$ cat config.mk
export PLATFORM = sky130hd
export DESIGN_NAME = wb_regfile
export DESIGN_NICKNAME = d
export VERILOG_FILES = /design/src/rtl/wb_regfile.sv
export SDC_FILE = /design/constraint.sdc
export NUM_CORES = 2
export LEC_CHECK = 0
export ABC_AREA = 1
export CAP_MARGIN = 10
export CORE_MARGIN = 5
export CORE_UTILIZATION = 45
export CTS_CLUSTER_SIZE = 24
export DETAILED_ROUTE_END_ITERATION = 7
export HOLD_SLACK_MARGIN = 0.03
export PLACE_DENSITY = 0.58
export SLEW_MARGIN = 40
export SYNTH_ARGS = -nofsm -noshare
export SYNTH_HDL_FRONTEND = slang
export SYNTH_SLANG_ARGS = --single-unit
$ cat constraint.sdc
create_clock -name CLK -period 3.35 [get_ports CLK]
set_clock_uncertainty 0.1 [all_clocks]
set_input_delay 0.5025 -clock CLK [delete_from_list [all_inputs] [get_ports CLK]]
set_output_delay 0.5025 -clock CLK [all_outputs]
set_load 0.01 [all_outputs]
$ cat src/rtl/wb_regfile.sv
// W-stage writeback: result mux, 32x32 integer register file with x0 hardwired to zero,
// two asynchronous read ports and a committed-write counter. Optional macro: REGFILE_WB_BYPASS_EN.
module wb_regfile #(
  parameter  int NREGS = 32,
  parameter  int XLEN  = 32,
  localparam int AW    = $clog2(NREGS)
) (
  input  logic            CLK,
  input  logic            RESET,
  input  logic            RegWriteW,
  input  logic            MemtoRegW,
  input  logic [XLEN-1:0] ReadDataW,
  input  logic [XLEN-1:0] ComputeResultW,
  input  logic [AW-1:0]   rdW,
  input  logic [AW-1:0]   rs1D,
  input  logic [AW-1:0]   rs2D,
  output logic [XLEN-1:0] RD1,
  output logic [XLEN-1:0] RD2,
  output logic [XLEN-1:0] ResultW,
  output logic [31:0]     WbCountW
);

  logic [XLEN-1:0] regs [NREGS];
  logic            commit;

  always_comb begin
    ResultW = MemtoRegW ? ReadDataW : ComputeResultW;
    commit  = RegWriteW & (rdW != '0) & ~RESET;
  end

  always_ff @(posedge CLK) begin
    if (RESET) begin
      for (int unsigned i = 0; i < NREGS; i++) regs[i] <= '0;
    end else if (commit) begin
      regs[rdW] <= ResultW;
    end
  end

  // Counter is reassigned every edge (adding 0 when idle) so its state is always the
  // value it was last seen holding.
  always_ff @(posedge CLK) begin
    if (RESET) WbCountW <= '0;
    else       WbCountW <= WbCountW + 32'(commit);
  end

  always_comb begin
    RD1 = '0;
    RD2 = '0;
`ifdef REGFILE_WB_BYPASS_EN
    if (rs1D != '0) RD1 = (commit && rs1D == rdW) ? ResultW : regs[rs1D];
    if (rs2D != '0) RD2 = (commit && rs2D == rdW) ? ResultW : regs[rs2D];
`else
    if (rs1D != '0) RD1 = regs[rs1D];
    if (rs2D != '0) RD2 = regs[rs2D];
`endif
  end

endmodule

==> flow_summary.toml <==
[clock_network]
cts_buffers = 119
clockBufferDepth = 3
cts_tree = "done"
cts_setup_buffers = 0
hold_buffers = 0
cts_sinks = 1056
cts-htree-levels = 3
cts_root_buf = "clkbuf_16"
worstSkewPairLatency_ns = 0.73
clk_pin_slew_ns = 0.06

[run_status]
outcome = "finished clean"

[power_and_ir_drop]
power_leakage_nw = 29.3
finalPower_w = 0.0338
clock_power_share_pct = 37.7
p_sw_w = 0.00962
pwr-share-seq_pct = 46.1
p_per_area_nw_per_um2 = 486
combPwrFrac_pct = 16.2
p_int_w = 0.0242
switching_share_pct = 28.5
irDropWorstVdd_uv = 444

[sta]
drv_slew = 0
tns_ns = 0
fin_crit_sh_pct = 99.6
setup_slack_ns = 0.0150
min_period_ns = 3.34
fmax_ghz = 0.300
whs_ns = 0.142
finalHoldViolCount = 0
finalSetupViolations = 0
slew-limit-headroom_pct = 47.3
rsz0062_at_grt = "true"
worst-slew-pin-transition_ns = 0.784

[critical_path]
worstSetupStartpointType = "input port"
required_ns = 2.75
worstSetupPathType = "input port to output port"
worstPathMaxFanout = 26
critical_path_arrival_ns = 2.73
rrSetupSlack_ns = 1.33
end_kind = "output port"

[drt]
drc = 0
totalWireLength_um = 236000
ant_nets = 0
via_per_inst = 5.89
drt_iter0_markers = 7612
num_vias = 56470
wl_per_cell_um = 24.6
drt_pass1_iterations = 8

[placement]
dp_hpwl_um = 144000
dp_cells = 9360
preCtsSetupSlack_ns = -0.134
place_congestion = 0.967
port_buffers = 210

[logic_synthesis]
yosysUniqueCellTypes = 22
synth_seq_cells = 1056
synth_area_um2 = 58400
syn_inst = 7592
ys_warn_count = 0
avgSynthCellArea_um2 = 7.70
ys_seq_area_share_pct = 53.7

[global_route]
overflow = 0
antenna_found_initial = 2
grt_pass1_wl_um = 343000
grt_max_degree = 85
grt_usage_pct = 33.3
grt_pass1_vias = 53738

[floorplanning]
die_w_um = 370
fp.coreArea_um2 = 129000
boundaryPins = 211
die_h_um = 370
rows = 132
dieArea_um2 = 137000
start_util_pct = 45.2

[final_layout]
fin_nets = 7828
nFillCells = 11896
drive_gt1_share_pct = 9.33
syn_to_final_growth_pct = 19.1
final_cells = 9583

[worst_hold_path]
worstHoldPathType = "input port to flip-flop"

[job]
maxCapViolCount = 0
[stage by stage]
step,utilization [%],area (um^2)
floorplan,-,58500
global route,53.8,69600
CTS,53.5,69200
global placement,50.6,65500
finish,53.8,69600
detailed placement,50.6,65500
[cells in the final DEF, fill, tap and decap left out, types with 40 or more instances in the layout]
cell type	n
a21oi_1	108
buf_12	132
buf_4	290
clkbuf_16	124
clkdlybuf4s50_1	186
edfxtp_1	1024
inv_1	136
nand2_1	2627
nand2_2	40
nand3_1	1380
nor2_1	1314
o21ai_0	149
[critical path, cell delays in order]
cell and delay [ns]:
buf_8 0.15, buf_12 0.22, buf_12 0.22, buf_4 0.21, nand2_1 0.08, nand3_1 0.08
nand3_1 0.07, a21oi_1 0.15, nor2_1 0.08, nor2_1 0.19, buf_4 0.17, clkdlybuf4s50_1 0.55
[synth_stat cells, drive strengths merged]
| library cell | number | share of area (%) |
|---|---|---|
| nand2 | 2667 | 17 |
| nand3 | 1382 | 12 |
| nor2 | 1350 | 8.7 |
| edfxtp | 1024 | 53 |
| clkbuf | 333 | 2.1 |
| buf | 314 | 2.5 |
| o21ai | 191 | 1.6 |
| inv | 145 | 0.93 |
| a21oi | 109 | 0.93 |
| dfxtp | 32 | 1.1 |
| nor3 | 22 | 0.19 |
| nand4 | 7 | 0.075 |
| nand3b | 5 | 0.064 |
| xor2 | 4 | 0.060 |
| ha | 2 | 0.043 |
| xnor2 | 2 | 0.030 |
| a21o | 1 | 0.013 |
| and3 | 1 | 0.011 |
| conb | 1 | 0.0064 |
[area by class of cell]
| class | count | area, um^2 | area share (%) |
|---|---|---|---|
| multi-input combinational | 5775 | 24400 | 35.0 |
| inverter | 145 | 596 | 0.856 |
| antenna | 2 | 5.00 | 0.00719 |
| tap | 1742 | 2180 | 3.13 |
| clock inverter | 73 | 603 | 0.867 |
| sequential | 1056 | 31400 | 45.1 |
| timing repair buffer | 646 | 7340 | 10.6 |
| clock buffer | 144 | 3090 | 4.45 |
[kinds of logic (layout without fill, tap and decap cells)]
kind of cell / Yosys count / after routing / share of synthesized area, %
flip-flops: 1056 / 1056 / 53.7
buffers and inverters: 792 / 1008 / 5.56
adder cells (fa/ha/maj): 2 / 2 / 0.0428
AO/OA/AOI/OAI: 301 / 301 / 2.58
other: 1 / 34 / 0.00642
XOR/XNOR: 6 / 6 / 0.0899
AND/OR/NAND/NOR: 5434 / 5434 / 38.0
[sequential cells by signal, summed over array words and instances (netlist names)]
register	count
regs	1024
WbCountW	32
[worst paths after layout]
path | start | endpoint | cells after the start
hold / removal | RESET | WbCountW[23]$_SDFF_PP0_ | 3
setup reg to reg | WbCountW[6]$_SDFF_PP0_ | WbCountW[30]$_SDFF_PP0_ | 6
setup / recovery | rs2D[0] | RD2[15] | 12
hold reg to reg | WbCountW[31]$_SDFF_PP0_ | WbCountW[31]$_SDFF_PP0_ | 2
[timing repair]
item,4_1_cts,5_1_grt
pin swaps,1,3
endpoints found under the hold margin,0,0
resized for setup,15,65
endpoints found under the setup margin,11,46
cloned,0,4
[power groups by stage]
stage	Combinational, W	Clock (W)	Sequential (W)
floorplan	0.00277	0	0.0157
CTS	0.00533	0.0128	0.0156
global placement	0.00527	0	0.0158
global route	0.00583	0.0134	0.0156
detailed placement	0.00530	0	0.0158
finish	0.00547	0.0127	0.0156
[metal layers]
metal / share of wire [%] / global-route usage, %
met5: 0 / 0
met4: 6.3 / 18.3
met3: 11 / 5.96
met2: 45 / 53.0
met1: 38 / 43.3
(Power assumes the default switching activity.)
